--- config.mk ---
export PLATFORM = sky130hd
export DESIGN_NAME = z80_bus_dma_arbiter
export DESIGN_NICKNAME = d
export VERILOG_FILES = /design/src/rtl/z80_bus_pkg.sv /design/src/rtl/z80_bus_dma_arbiter_counter.sv /design/src/rtl/z80_bus_dma_arbiter.sv
export SDC_FILE = /design/constraint.sdc
export NUM_CORES = 1
export LEC_CHECK = 0
export ABC_AREA = 1
export BUFFER_PORTS_ARGS = -buffer_cell sky130_fd_sc_hd__clkbuf_2
export CORE_MARGIN = 8
export CORE_UTILIZATION = 50
export DETAILED_ROUTE_END_ITERATION = 7
export PLACE_DENSITY_LB_ADDON = 0.05
export SYNTH_ARGS = -nofsm -noshare
export SYNTH_HDL_FRONTEND = slang
export SYNTH_SLANG_ARGS = --single-unit
--- constraint.sdc ---
create_clock -name clk -period 4.6 [get_ports clk]
set_input_delay 0 -clock clk [delete_from_list [all_inputs] [get_ports clk]]
set_output_delay 0 -clock clk [all_outputs]
set_load 0.05 [all_outputs]
--- src/rtl/z80_bus_pkg.sv ---
// Shared types and defaults for the Z80 bus arbitration slice.
package z80_bus_pkg;

  localparam int unsigned DMA_MAX_BURST_DEF = 16;
  localparam int unsigned DMA_MIN_GAP_DEF   = 4;
  localparam int unsigned DMA_TIMEOUT_DEF   = 255;
  localparam int unsigned CNT_W             = 8;

  typedef enum logic [1:0] {
    IDLE,
    REQ,
    GRANT,
    RELEASE
  } arb_state_e;

  // A zero or oversized request falls back to the longest allowed burst.
  function automatic logic [CNT_W-1:0] clamp_len(input logic [CNT_W-1:0] len,
                                                 input logic [CNT_W-1:0] max_len);
    return ((len == '0) || (len > max_len)) ? max_len : len;
  endfunction

endpackage

--- src/rtl/z80_bus_dma_arbiter_counter.sv ---
// Loadable down counter that holds at zero; used for the release gap and REQ timeout.
module arb_down_counter
  import z80_bus_pkg::*;
#(
  parameter int unsigned W = CNT_W
) (
  input  logic         clk,
  input  logic         reset_n,
  input  logic         load_i,
  input  logic [W-1:0] load_val_i,
  input  logic         dec_i,
  output logic [W-1:0] count_o
);

  logic [W-1:0] cnt_q, cnt_d;

  always_comb begin
    cnt_d = cnt_q;
    if (load_i) begin
      cnt_d = load_val_i;
    end else if (dec_i && (cnt_q != '0)) begin
      cnt_d = cnt_q - W'(1);
    end
  end

  always_ff @(posedge clk or negedge reset_n) begin
    if (!reset_n) begin
      cnt_q <= '0;
    end else begin
      cnt_q <= cnt_d;
    end
  end

  assign count_o = cnt_q;

endmodule

--- src/rtl/z80_bus_dma_arbiter.sv ---
// Z80 BUSRQ/BUSAK arbiter granting a secondary master bounded bursts with a CPU gap.
// Define ARB_TIMEOUT_EN to abort a request the CPU never acknowledges.
module z80_bus_dma_arbiter
  import z80_bus_pkg::*;
#(
  parameter int unsigned MAX_BURST = DMA_MAX_BURST_DEF,
  parameter int unsigned MIN_GAP   = DMA_MIN_GAP_DEF,
  parameter int unsigned TIMEOUT   = DMA_TIMEOUT_DEF
) (
  input  logic             clk,
  input  logic             reset_n,
  output logic             busrq_n_o,
  input  logic             busak_n_i,
  input  logic             dma_req_i,
  input  logic [CNT_W-1:0] dma_len_i,
  input  logic             dma_beat_i,
  output logic             dma_gnt_o,
  output logic             dma_done_o,
  output logic             dma_err_o,
  output logic [CNT_W-1:0] dma_count_o
);

  arb_state_e       state_q, state_d;
  logic [CNT_W-1:0] len_q, len_d;
  logic [CNT_W-1:0] count_q, count_d;
  logic             busrq_n_q, busrq_n_d;
  logic             gnt_q, gnt_d;
  logic             done_q, done_d;
  logic             err_q, err_d;
  logic             gap_load, gap_dec;
  logic [CNT_W-1:0] gap_cnt;

  arb_down_counter #(.W(CNT_W)) u_gap_cnt (
    .clk        (clk),
    .reset_n    (reset_n),
    .load_i     (gap_load),
    .load_val_i (CNT_W'(MIN_GAP)),
    .dec_i      (gap_dec),
    .count_o    (gap_cnt)
  );

`ifdef ARB_TIMEOUT_EN
  logic             tmo_load, tmo_dec;
  logic [CNT_W-1:0] tmo_cnt;

  // Loaded with TIMEOUT-1 so an unanswered request lasts exactly TIMEOUT cycles.
  arb_down_counter #(.W(CNT_W)) u_tmo_cnt (
    .clk        (clk),
    .reset_n    (reset_n),
    .load_i     (tmo_load),
    .load_val_i (CNT_W'(TIMEOUT - 1)),
    .dec_i      (tmo_dec),
    .count_o    (tmo_cnt)
  );
`else
  logic unused_timeout_c;
  assign unused_timeout_c = ^CNT_W'(TIMEOUT);
`endif

  always_comb begin
    state_d  = state_q;
    len_d    = len_q;
    count_d  = count_q;
    done_d   = 1'b0;
    err_d    = 1'b0;
    gap_load = 1'b0;
    gap_dec  = 1'b0;
`ifdef ARB_TIMEOUT_EN
    tmo_load = 1'b0;
    tmo_dec  = 1'b0;
`endif
    case (state_q)
      IDLE: begin
        gap_dec = 1'b1;
        if (dma_req_i && (gap_cnt == '0)) begin
          state_d = REQ;
          len_d   = clamp_len(dma_len_i, CNT_W'(MAX_BURST));
          count_d = '0;
`ifdef ARB_TIMEOUT_EN
          tmo_load = 1'b1;
`endif
        end
      end
      REQ: begin
        if (!busak_n_i) begin
          state_d = GRANT;
        end else if (!dma_req_i) begin
          state_d = RELEASE;
`ifdef ARB_TIMEOUT_EN
        end else if (tmo_cnt == '0) begin
          state_d = RELEASE;
          err_d   = 1'b1;
        end else begin
          tmo_dec = 1'b1;
`endif
        end
      end
      GRANT: begin
        // A beat on the exit cycle still counts.
        if (dma_beat_i) begin
          count_d = count_q + CNT_W'(1);
        end
        if ((count_d >= len_q) || !dma_req_i) begin
          state_d = RELEASE;
        end
      end
      RELEASE: begin
        if (busak_n_i) begin
          state_d  = IDLE;
          done_d   = 1'b1;
          gap_load = 1'b1;
        end
      end
      default: state_d = IDLE;
    endcase
    busrq_n_d = !((state_d == REQ) || (state_d == GRANT));
    gnt_d     = (state_d == GRANT);
  end

  always_ff @(posedge clk or negedge reset_n) begin
    if (!reset_n) begin
      state_q   <= IDLE;
      len_q     <= '0;
      count_q   <= '0;
      busrq_n_q <= 1'b1;
      gnt_q     <= 1'b0;
      done_q    <= 1'b0;
      err_q     <= 1'b0;
    end else begin
      state_q   <= state_d;
      len_q     <= len_d;
      count_q   <= count_d;
      busrq_n_q <= busrq_n_d;
      gnt_q     <= gnt_d;
      done_q    <= done_d;
      err_q     <= err_d;
    end
  end

  assign busrq_n_o   = busrq_n_q;
  assign dma_gnt_o   = gnt_q;
  assign dma_done_o  = done_q;
  assign dma_err_o   = err_q;
  assign dma_count_o = count_q;

endmodule

# --- Yosys cells after proc, flatten, opt, wreduce, memory -nomap -nowiden ---
# Index checks and enable logic that the tools add are counted.
classes:
  addsub: 2
  multipliers: 0
  div: 0
  n_lt_le_gt_ge: 2
  n_eq_ne: 6
  shifts: 0
  n_mux: 16
  n_bitwise: 0
  n_reduce_logical: 15
ops:
  columns: ["op", "count"]
  rows:
  - ["two-way mux 8 bit", 6]
  - ["logical NOT 8 bit", 2]
  - ["case mux 8 bit (2 select lines)", 1]
  - ["two-way mux 2 bit", 5]
  - ["adder 8 x 1 -> 8 bit, second input constant", 1]
  - [">= comparator 8 bit", 1]
  - ["greater-than comparator 8 x 5 -> 1 bit, second input constant", 1]
  - ["case mux 2 bit (4 select lines)", 1]
  - ["nonzero test 8 bit", 1]
  - ["subtractor 8 x 1 -> 8 bit, second input constant", 1]
  - ["equality test 2 bit, second input constant", 3]
  - ["equality test 2 x 1 -> 1 bit, second input constant", 2]
  - ["AND reduction 2 bit", 2]
  - ["nonzero test 2 bit", 2]
  - ["logical OR 1 bit", 3]
  - ["two-way mux 1 bit", 3]
  - ["logical AND 1 bit", 2]
  - ["logical NOT 1 bit", 2]
  - ["logical NOT 2 bit", 1]
  - ["!= test 2 bit, second input constant", 1]
totals:
  register_bits: 29
  latchBits: 0
  mem_bits_rw: 0
  mem_bits_ro: 0
  input_bits: 13
  output_inout_bits: 12
  elab_cells: 48
  memories: 0

# --- Logic depth before layout (Yosys ltp) ---
# Gate-level depths: netlist (run 1).
logic_depth:
  depth_word: 10
  ltp_mapped: 15
  mapped_depth_nobuf: 15

# --- By module ---
# Synthesis (run 1) repeated with hierarchy kept, for this count alone.
hier_totals:
  hier_cells: 269
  area_unflattened_um2: 1976.9
modules_own_cells:
  columns: ["module", "instances", "cells_each", "area_each_um2", "seq_area_each_um2"]
  rows:
  - ["z80_bus_dma_arbiter", 1, 180, 1352.5, 526.8]
  - ["arb_down_counter", 1, 89, 624.3, 200.2]

# --- Least setup slack after synthesis (run 1) ---
# OpenSTA, ideal clock, no wires.
synth_timing:
  path_type: "reg-to-reg"
  startpoint: "register count_q[0], in the netlist dma_count_o[0]"
  endpoint: "register busrq_n_q, in the netlist busrq_n_o"
  setup_time_ps: 83
  t_arrival_ps: 2291
  required_ps: 4517
  setup_slack_ps: 2226
  path_stages_with_launch: 16
  path_buffers: 0
  period_less_slack_ps: 2374
  cell_sequence: "dfrtp_1 -> ha_1 -> nand2_1 -> inv_1 -> nand3_1 -> inv_1 -> nand3_1 -> nand2_1 -> nand2_1 -> ha_1 -> nand2_1 -> nor2_1 -> nor2_1 -> nand2_1 -> a21oi_1 -> ha_1"
synth_between:
  elab_chain_cells: 10
  elab_cells_between_ends: 11
  cone_classes: "add/sub: 1; order compare: 1; eq/ne: 2; mux: 4; reduce/logical: 3"
synth_lines:
  columns: ["item", "line_no", "text"]
  rows:
  - ["from (decl)", "z80_bus_dma_arbiter.sv:25", "logic [CNT_W-1:0] count_q, count_d;"]
  - ["from (signal assigned)", "z80_bus_dma_arbiter.sv:132", "count_q <= count_d;"]
  - ["adder 8 x 1 -> 8 bit", "z80_bus_dma_arbiter.sv:101", "count_d = count_q + CNT_W'(1);"]
  - ["two-way mux 8 bit *", "z80_bus_dma_arbiter.sv:100", "if (dma_beat_i) begin"]
  - ["two-way mux 8 bit *", "z80_bus_dma_arbiter.sv:72", "case (state_q)"]
  - [">= comparator 8 bit *", "z80_bus_dma_arbiter.sv:103", "if ((count_d >= len_q) || !dma_req_i) begin"]
  - ["logical OR 1 bit *", "z80_bus_dma_arbiter.sv:103", null]
  - ["two-way mux 2 bit *", "z80_bus_dma_arbiter.sv:103", null]
  - ["case mux 2 bit (4 select lines) *", "z80_bus_dma_arbiter.sv:72", null]
  - ["equality test 2 x 1 -> 1 bit or equality test 2 bit (tied branches)", "z80_bus_dma_arbiter.sv:116", "busrq_n_d = !((state_d == REQ) || (state_d == GRANT));"]
  - ["logical OR 1 bit *", "z80_bus_dma_arbiter.sv:116", null]
  - ["logical NOT 1 bit *", "z80_bus_dma_arbiter.sv:116", null]
  - ["via busrq_n_d", "z80_bus_dma_arbiter.sv:26", "logic busrq_n_q, busrq_n_d;"]
  - ["to (signal assigned)", "z80_bus_dma_arbiter.sv:133", "busrq_n_q <= busrq_n_d;"]
  - ["to (decl)", "z80_bus_dma_arbiter.sv:26", null]
# The timed path passes the listed nets; every way through them passes the cells marked *. The select of a mux whose other input is x is not followed.
# A chain may end at the register's enable or synchronous reset.

# --- Worst setup path after layout (run 1) ---
# Same ends and word-level chain as after synthesis.

==> results of run 1 <==
registers in the layout, indices dropped and copies added (netlist names):
name,flops
dma_count_o,8
len_q,8
u_gap_cnt.count_o,8
state_q,2
busrq_n_o,1
dma_done_o,1
dma_gnt_o,1
final cells by class:
| cell class | count | area [sq um] | area share |
|---|---|---|---|
| Inverter | 35 | 131 | 0.0625 |
| Clock inverter | 1 | 30.0 | 0.0143 |
| Multi-Input combinational cell | 166 | 922 | 0.439 |
| Timing Repair Buffer | 29 | 175 | 0.0834 |
| Clock buffer | 7 | 55.1 | 0.0262 |
| Sequential cell | 29 | 727 | 0.346 |
| Tap cell | 48 | 60.1 | 0.0286 |
cells in the final DEF (no fill, tap or decap), drive strengths merged:
| master | count |
|---|---|
| o21ai | 8 |
| nand3b | 2 |
| dfrtp | 28 |
| bufinv | 1 |
| ha | 11 |
| nor2 | 27 |
| nand2 | 72 |
| a21o | 1 |
| clkbuf | 30 |
| dlygate4sd3 | 6 |
| nor3 | 1 |
| xor2 | 6 |
| conb | 1 |
| inv | 35 |
| o21bai | 2 |
| or2 | 1 |
| nand3 | 22 |
| a31oi | 1 |
| a21oi | 4 |
| nand4 | 5 |
| dfstp | 1 |
| mux2 | 1 |
| xnor2 | 1 |
worst reg2reg max path, delay by kind of cell, from the launching register on:
kind	cells	cell delay (ns)
fa+ha+maj	3	0.64
flops	1	0.45
simple gates	5	0.39
compound gates	2	0.29
xor+xnor	1	0.23
buf+inv	2	0.13
routing by layer:
| layer | wire [microns] | GRT usage |
|---|---|---|
| met5 | 0 | 0 |
| met4 | 53 | 0.0462 |
| met3 | 158 | 0.0401 |
| met2 | 1650 | 0.222 |
| met1 | 1750 | 0.163 |
cell families (layout without fill, tap and decap cells):
group	Yosys count	in the layout	synth area share
simple gates	130	130	0.340
buf+inv	40	72	0.0942
flops	29	29	0.399
compound gates	16	16	0.0488
fa+ha+maj	11	11	0.0756
xor+xnor	7	7	0.0337
other cells	1	1	0.00206
mux	1	1	0.00619
power breakdown:
group	switching [uW]	internal (uW)	total, uW
clock network	91.0	130	221
logic	423	195	618
registers	86.0	345	431
worst paths after layout:
check / start / end / slack, ns
min in group asynchronous: reset_n / dma_count_o[7] / 0.25
setup / recovery: dma_count_o[0] / busrq_n_o / 2.39
max in group asynchronous: reset_n / len_q[4] / 3.89
hold / removal: dma_len_i[6] / len_q[4] / 0.009
hold reg to reg: len_q[2] / len_q[2] / 0.50
setup reg to reg: dma_count_o[0] / busrq_n_o / 2.39
stage by stage:
stage                     setup slack [ns]  area [sq um]  power, uW  cells   util
after detailed placement              2.42          1960       1060    301  0.547
after global placement                2.46          1960       1050    301  0.547
final                                 2.39          2100       1270    315  0.587
after CTS                             2.38          2100       1290    315  0.587
after global routing                  2.20          2100       1400    315  0.587
after floorplan                       2.23          1820        929    235      -
==> results.py, run 1 <==
metrics = {
    "clock_network": {
        "cts_tree": "built",
        "cts_buffers": 5,
        "clk_path_buf_depth": 2,
        "cts_max_level": 2,
        "clk_pin_slew_ns": 0.10,
        "postCtsHoldBufs": 6,
        "clk_latency_ns": 0.33,
        "cts_resized": 0,
        "cts.sinks": 29,
        "cts_setup_buffers": 0,
        "cts-root-buf": "clkbuf_4",
    },
    "timing": {
        "finalHoldViolations": 0,
        "setup_viol": 0,
        "relSlewSlack": 0.517,
        "hold-worst-slack_ns": 0.00852,
        "fmax_mhz": 453,
        "period_needed_ns": 2.21,
        "fin_crit_sh": 0.480,
        "clock_skew_ns": 0.00833,
        "rsz0062_at_grt": "no",
        "tns_ns": 0,
        "slew_viol_final": 0,
        "tightest_slew_ns": 0.724,
    },
    "yosys": {
        "syn_inst": 235,
        "synth.most_common_cell": "nand2_1",
        "yosys_most_used_dff": "dfrtp_1",
        "synth-seq-cells": 29,
        "syn_nets": 259,
        "yosysSeqAreaShare": 0.399,
        "synth_top_area_share": 0.385,
        "synth.avg_cell_area_sq_um": 7.75,
        "synthTopCellsByCount": "72 x nand2_1, 34 x inv_1, 28 x dfrtp_1, 22 x nor2_1, 14 x nand3_1",
        "synthArstFlopShare": 1.00,
        "netlist_area_sq_um": 1820,
        "synth.yosys.warnings": 0,
        "synthTopCellsByArea": "dfrtp_1 38%, nand2_1 15%, ha_1 7.6%, inv_1 7.0%, nor2_1 4.5%",
        "yosysUniqueCellTypes": 29,
        "synth_edf_count": 0,
        "yosysTopAreaCell": "dfrtp_1",
    },
    "critical_path": {
        "path_buf_inv": 2,
        "cp.required_ns": 4.86,
        "crit_path_end_kind": "flip-flop",
        "cp_slowest_cell": "dfrtp_1",
        "start_kind": "flip-flop",
        "crit_top_cell": "ha_1",
        "rr_worst_depth": 13,
        "slowest_delay_ns": 0.45,
        "crit_type": "flip-flop to flip-flop",
        "cp_top_family": "adder cells",
        "worst-path-stages": 13,
        "path_cells": "ha_1, nand2_1, inv_1, nand3_1, xor2_1, inv_1, ha_1, a21oi_1, nor2_1, nor2_1, nand2_1, a21oi_1, ha_1",
        "cp_max_fo": 6,
        "worst_ep_arrival_time_ns": 2.46,
    },
    "floorplanning": {
        "start_util": 0.509,
        "io_pins": 25,
        "rows": 22,
        "coreArea_sq_um": 3580,
        "dieArea_sq_um": 5830,
        "die_width_microns": 76.3,
        "die_h_microns": 76.3,
    },
    "finish": {
        "drive_above_1_share": 0.172,
        "finalNetCount": 290,
        "syn_to_final_growth_pct": 15.4,
        "antenna_cells": 0,
        "nFillCells": 344,
    },
    "drt": {
        "drc": 0,
        "viasPerCell": 4.89,
        "antenna_left": 0,
        "drtIter0Drc": 50,
        "wl_per_cell_microns": 11.5,
        "firstDrtPassIters": 4,
        "vias": 1539,
        "routed_wl_microns": 3620,
    },
    "place": {
        "io_buffer_count": 23,
        "gp_congestion": 0.817,
        "hpwl_microns": 2680,
    },
    "pwr": {
        "power_density_nw_per_um2": 605,
        "max-vdd-ir-drop_mv": 0.252,
        "p_leak_uw": 0.00114,
    },
    "hold_path": {
        "hp-class": "input pin to flip-flop",
        "min_path_cells": 5,
    },
    "global_route": {
        "groute.usage.overall": 0.135,
        "overflow": 0,
        "antenna_found_initial": 0,
        "grt_pass1_wl_microns": 6650,
        "grt_max_degree": 30,
        "first_global_vias": 1546,
    },
    "outcome": {
        "status": "completed",
    },
    "run": {
        "max-cap-violations": 0,
    },
}
Note: power is estimated with default switching activity, not from simulation.
==> inputs of run 2 (changes only) <==
==> constraint.sdc (replaced) <==
create_clock -name clk -period 2 [get_ports clk]
set_input_delay 0 -clock clk [delete_from_list [all_inputs] [get_ports clk]]
set_output_delay 0 -clock clk [all_outputs]
set_load 0.05 [all_outputs]
==> run 2 against run 1 <==
  * The run now ends with setup timing left
  * Sequential cell count did not move
  * Wire length up 6.7%
  * Clock skew is essentially flat
  * Total power increased by 140%
  * Critical path depth is the same
  * Via count rose by 1.7%
  * Non-clock buffer count is 10 higher
  * Maximum frequency is 9.0% higher
  * Clock-buffer cell count shrank 1
  * First-iteration DRC count grew 130%
  * Critical endpoint unchanged
  * Largest power group unchanged
==> results.py, run 2 (synthesis gave the netlist of run 1 again) <==
metrics = {
    "timing": {
        "fmax_mhz": 494,
        "tightest_slew_ns": 0.744,
        "setup_viol": 1,
        "period_needed_ns": 2.02,
        "layout_setup_ws_ns": -0.0242,
        "fin_crit_sh": 1.01,
        "slew_viol_final": 0,
        "clock_skew_ns": 0.00848,
        "finalHoldViolations": 0,
        "rsz0062_at_grt": "yes",
        "relSlewSlack": 0.504,
    },
    "finish": {
        "drive_above_1_share": 0.282,
        "final_common_cell": "nand2_1",
        "nFillCells": 322,
        "antenna_cells": 0,
        "finalNetCount": 300,
        "final_core_util": 0.641,
        "final_cell_mix": "68 x nand2_1, 31 x inv_1, 24 x dfrtp_1",
        "syn_to_final_growth_pct": 25.9,
    },
    "clock_network": {
        "cts-root-buf": "clkbuf_4",
        "cts.sinks": 29,
        "cts_max_level": 2,
        "cts_tree": "built",
        "clk_path_buf_depth": 2,
        "clk_pin_slew_ns": 0.09,
        "clk_latency_ns": 0.33,
        "cts_buffers": 5,
    },
    "floorplanning": {
        "coreArea_sq_um": 3580,
        "rows": 22,
        "die_h_microns": 76.3,
        "dieArea_sq_um": 5830,
        "die_width_microns": 76.3,
        "io_pins": 25,
        "start_util": 0.509,
    },
    "critical_path": {
        "path_cells": "ha_4, nand2_4, inv_2, nand3_4, xor2_2, inv_1, ha_4, a21oi_2, nor2_1, nor2_1, nand2_2, a21oi_2, ha_1",
        "cp_max_fo": 3,
        "crit_type": "flip-flop to flip-flop",
        "cp.required_ns": 2.26,
        "worst_ep_arrival_time_ns": 2.29,
        "slowest_delay_ns": 0.45,
        "rr_worst_depth": 13,
        "start_kind": "flip-flop",
        "cp_slowest_cell": "dfrtp_2",
        "crit_path_end_kind": "flip-flop",
    },
    "hold_path": {
        "hp-class": "input pin to flip-flop",
        "min_path_cells": 5,
    },
    "pwr": {
        "max-vdd-ir-drop_mv": 0.943,
        "power_density_nw_per_um2": 1310,
        "p_leak_uw": 0.00118,
    },
    "place": {
        "io_buffer_count": 23,
        "hpwl_microns": 2720,
        "gp_congestion": 0.805,
        "place_worst_setup_slack_ns": -0.0956,
    },
    "global_route": {
        "groute.usage.overall": 0.137,
        "antenna_found_initial": 0,
        "grt_pass1_wl_microns": 6660,
        "first_global_vias": 1479,
        "overflow": 0,
        "grt_max_degree": 30,
    },
    "run": {
        "max-cap-violations": 0,
    },
    "outcome": {
        "status": "finished with violations",
        "violations": "setup timing",
    },
    "drt": {
        "firstDrtPassIters": 4,
        "routed_wl_microns": 3860,
        "drtIter0Drc": 114,
        "wl_per_cell_microns": 11.9,
        "drc": 0,
        "vias": 1565,
        "viasPerCell": 4.82,
        "antenna_left": 0,
    },
}
## run 2: cell types whose count changed in the layout (fill, tap and decap cells not counted), moves of 3 or more
cell	delta
dfrtp_1	-4
ha_4	+5
a21oi_1	-3
dfrtp_2	+4
nand2_1	-4
ha_1	-5
buf_4	+8
inv_1	-3
inv_2	+3
a21oi_2	+3
## run 2: area by class of cell
type	instances	area (sq um)	area share
Inverter	35	131	0.0573
Multi-Input combinational cell	166	1060	0.463
Timing Repair Buffer	39	255	0.111
Sequential cell	29	732	0.319
Clock buffer	6	41.3	0.0180
Clock inverter	2	10.0	0.00437
Tap cell	48	60.1	0.0262
## run 2: final timing paths
path | startpoint | end | slack [ns]
worst max-delay path | dma_count_o[1] | busrq_n_o | -0.02
worst min-delay path | dma_len_i[4] | len_q[4] | 0.03
worst max register to register | dma_count_o[1] | busrq_n_o | -0.02
worst min register to register | len_q[2] | len_q[2] | 0.48
max in group asynchronous | reset_n | dma_count_o[2] | 1.23
min in group asynchronous | reset_n | u_gap_cnt.count_o[0] | 0.25
## run 2: worst max-delay path, delay by kind of cell (launching register included)
family	cells	cell delay (ns)
flip-flops	1	0.45
AO/OA/AOI/OAI	2	0.25
adder cells (fa/ha/maj)	3	0.58
buffers and inverters	2	0.14
AND/OR/NAND/NOR	5	0.37
XOR/XNOR	1	0.17
## run 2: per-layer routing
layer / GRT usage / vias to the layer above / routed length [microns]
met4: 0.0442 / 0 / 44
li1: - / 816 / -
met5: 0 / - / 0
met2: 0.211 / 32 / 1710
met3: 0.0519 / 5 / 208
met1: 0.173 / 712 / 1890
## run 2: stage by stage
step	hold slack [ns]	power (uW)	TNS (ns)	area (sq um)	std cells
6_report	0.0313	3010	-0.0242	2290	325
3_3_place_gp	0.0976	2490	-0.0382	2020	308
3_5_place_dp	0.102	2510	-0.121	2020	308
4_1_cts	0.00939	3000	-0.0153	2260	325
5_1_grt	0.0701	3290	-0.177	2290	325
2_1_floorplan	-0.296	2150	-0.297	1840	235
## run 2: where the power goes
group	total, uW	internal [uW]	switching [uW]
clock network	343	134	209
logic	1700	581	1110
registers	976	801	174
## run 2: what timing repair did
action / CTS / global route
buffers inserted: 1 / 0
pin swaps: 13 / 16
setup endpoints to repair: 2 / 2
gates resized for setup: 18 / 5
hold buffers: 8 / 0
hold endpoints to repair: 34 / 0
==> inputs of run 3 (changes only) <==
--- a/config.mk
+++ b/config.mk
@@ -11,6 +11,7 @@
 export CORE_UTILIZATION = 50
 export DETAILED_ROUTE_END_ITERATION = 7
 export PLACE_DENSITY_LB_ADDON = 0.05
+export SETUP_SLACK_MARGIN = 0.4
 export SYNTH_ARGS = -nofsm -noshare
 export SYNTH_HDL_FRONTEND = slang
 export SYNTH_SLANG_ARGS = --single-unit
==> run 3 against run 2 <==
  * The run still ends with setup timing left
  * Via count up 1.7%
  * Critical path depth stayed put
  * Hold slack worse by 0.018 ns
  * Sequential cell count did not move
  * Sequential share of layout area down 1.0 points
  * Utilization rose by 2.1 points
  * First-iteration DRC count is 39% lower
  * Sequential power up 0.7%
  * Design area grew 3.3%
  * Non-clock buffer count increased by 9
  * Die area unchanged
  * Clock power is 1% higher
  * Largest cell class unchanged
==> results.py, run 3 (synthesis gave the netlist of run 1 again) <==
metrics = {
    "hold_path": {
        "holdPathEnd": "len_q[4]",
        "hold_path_startpoint": "dma_len_i[4]",
        "hp-class": "input pin to flip-flop",
        "min_path_cells": 5,
    },
    "critical_path": {
        "crit_path_end_kind": "flip-flop",
        "cp.required_ns": 2.26,
        "worst_ep_arrival_time_ns": 2.32,
        "r2r_setup_slack_ns": -0.06,
        "rr_worst_depth": 13,
        "crit_type": "flip-flop to flip-flop",
        "reg2reg_to": "busrq_n_o",
        "rr_startpoint": "dma_count_o[1]",
        "cp_max_fo": 3,
        "start_kind": "flip-flop",
    },
    "finish": {
        "syn_to_final_growth_pct": 30.0,
        "drive_above_1_share": 0.331,
        "layout.cells.non_filler": 335,
        "final_cell_mix": "67 x nand2_1, 28 x inv_1, 24 x dfrtp_1",
        "nFillCells": 333,
        "final_common_cell": "nand2_1",
        "final_core_util": 0.662,
        "finalNetCount": 310,
        "final-seq-area_sq_um": 732,
        "multiInputGateArea_sq_um": 1060,
        "antenna_cells": 0,
    },
    "timing": {
        "relSlewSlack": 0.521,
        "tns_ns": -0.0560,
        "tightest_slew_ns": 0.719,
        "finalHoldViolations": 0,
        "fin_crit_sh": 1.03,
        "setup_viol": 1,
        "period_needed_ns": 2.06,
        "clock_skew_ns": 0.0125,
        "layout_setup_ws_ns": -0.0560,
        "slew_viol_final": 0,
        "rsz0062_at_grt": "yes",
        "fmax_mhz": 486,
    },
    "place": {
        "gp_congestion": 0.787,
        "io_buffer_count": 23,
        "hpwl_microns": 2680,
        "dp.cells": 308,
    },
    "pwr": {
        "share_seq_of_total_power": 0.320,
        "sw_frac_of_total": 0.498,
        "max-vdd-ir-drop_mv": 0.834,
        "p_leak_uw": 0.00122,
        "combPwrFrac": 0.567,
        "power_density_nw_per_um2": 1300,
        "intPower_uw": 1540,
        "p_clk_frac": 0.113,
        "power_uw": 3070,
        "power.switching_uw": 1530,
    },
    "global_route": {
        "grt_max_degree": 30,
        "antenna_found_initial": 0,
        "groute.usage.overall": 0.149,
        "first_global_vias": 1614,
        "grt_pass1_wl_microns": 7190,
        "overflow": 0,
    },
    "clock_network": {
        "cts_tree": "built",
        "cts-root-buf": "clkbuf_4",
        "clk_latency_ns": 0.33,
        "cts_buffers": 5,
        "cts_max_level": 2,
        "clk_pin_slew_ns": 0.09,
        "cts.sinks": 29,
        "clk_path_buf_depth": 2,
    },
    "drt": {
        "viasPerCell": 4.75,
        "vias": 1592,
        "routed_wl_microns": 4170,
        "firstDrtPassIters": 4,
        "drc": 0,
        "drtIter0Drc": 70,
        "wl_per_cell_microns": 12.4,
        "antenna_left": 0,
    },
    "floorplanning": {
        "die_h_microns": 76.3,
        "dieArea_sq_um": 5830,
        "io_pins": 25,
        "rows": 22,
        "coreArea_sq_um": 3580,
        "start_util": 0.509,
        "die_width_microns": 76.3,
    },
    "run": {
        "max-cap-violations": 0,
    },
    "outcome": {
        "violations": "setup timing",
        "status": "finished with violations",
    },
}
[run 3: power by group through the flow]
| stage | Combinational [uW] | Clock (uW) | Sequential (uW) |
|---|---|---|---|
| 5_1_grt | 1970 | 387 | 1010 |
| 2_1_floorplan | 905 | 0 | 1250 |
| 4_1_cts | 1660 | 355 | 972 |
| 3_3_place_gp | 1500 | 0 | 974 |
| 6_report | 1740 | 348 | 983 |
| 3_5_place_dp | 1510 | 0 | 975 |
[run 3: final cells by class]
type                            count  area share
Sequential cell                    29       0.309
Clock buffer                        6      0.0174
Multi-Input combinational cell    167       0.447
Tap cell                           48      0.0254
Inverter                           35      0.0555
Timing Repair Buffer               48       0.141
Clock inverter                      2     0.00423
[run 3: how the worst max path moves through the flow]
stage / start / end / cells after the start
4_1_cts: dma_count_o[1] / busrq_n_o / 15
6_report: dma_count_o[1] / busrq_n_o / 13
3_5_place_dp: dma_count_o[0] / busrq_n_o / 11
3_3_place_gp: dma_count_o[0] / busrq_n_o / 11
2_1_floorplan: dma_count_o[0] / busrq_n_o / 15
5_1_grt: dma_count_o[1] / busrq_n_o / 15
[run 3: critical path: stages (launching register included)]
cell and delay, ns:
dfrtp_2 0.44, nand2_4 0.08, nor2_4 0.13, nand2_1 0.07, o21bai_1 0.15, nand2_1 0.13, inv_2 0.09, ha_4 0.20
a21oi_2 0.12, nor2_1 0.05, nor2_1 0.10, nand2_2 0.08, a21oi_2 0.11, ha_1 0.23
[run 3: what timing repair did]
action | CTS | global route
resized for setup | 17 | 12
hold endpoints to repair | 34 | 0
endpoints found under the setup margin | 14 | 22
pin swaps | 14 | 10
buffers inserted | 5 | 5
gates cloned | 1 | 0
hold buffers | 8 | 0
[run 3: stage by stage]
step           worst slack, ns  hold slack (ns)  instance area [sq um]
3_5_place_dp            -0.102           0.0918                   2030
2_1_floorplan           -0.182           -0.296                   1840
5_1_grt                 -0.224           0.0461                   2370
3_3_place_gp           -0.0605           0.0923                   2030
6_report               -0.0560           0.0131                   2370
4_1_cts                -0.0263          0.00854                   2290
[run 3: per-layer routing]
layer / vias up / global-route usage / share of wire
met3: 6 / 0.0483 / 0.043
met1: 729 / 0.179 / 0.47
met5: - / 0 / 0
li1: 834 / - / -
met4: 0 / 0.0500 / 0.012
met2: 23 / 0.245 / 0.48
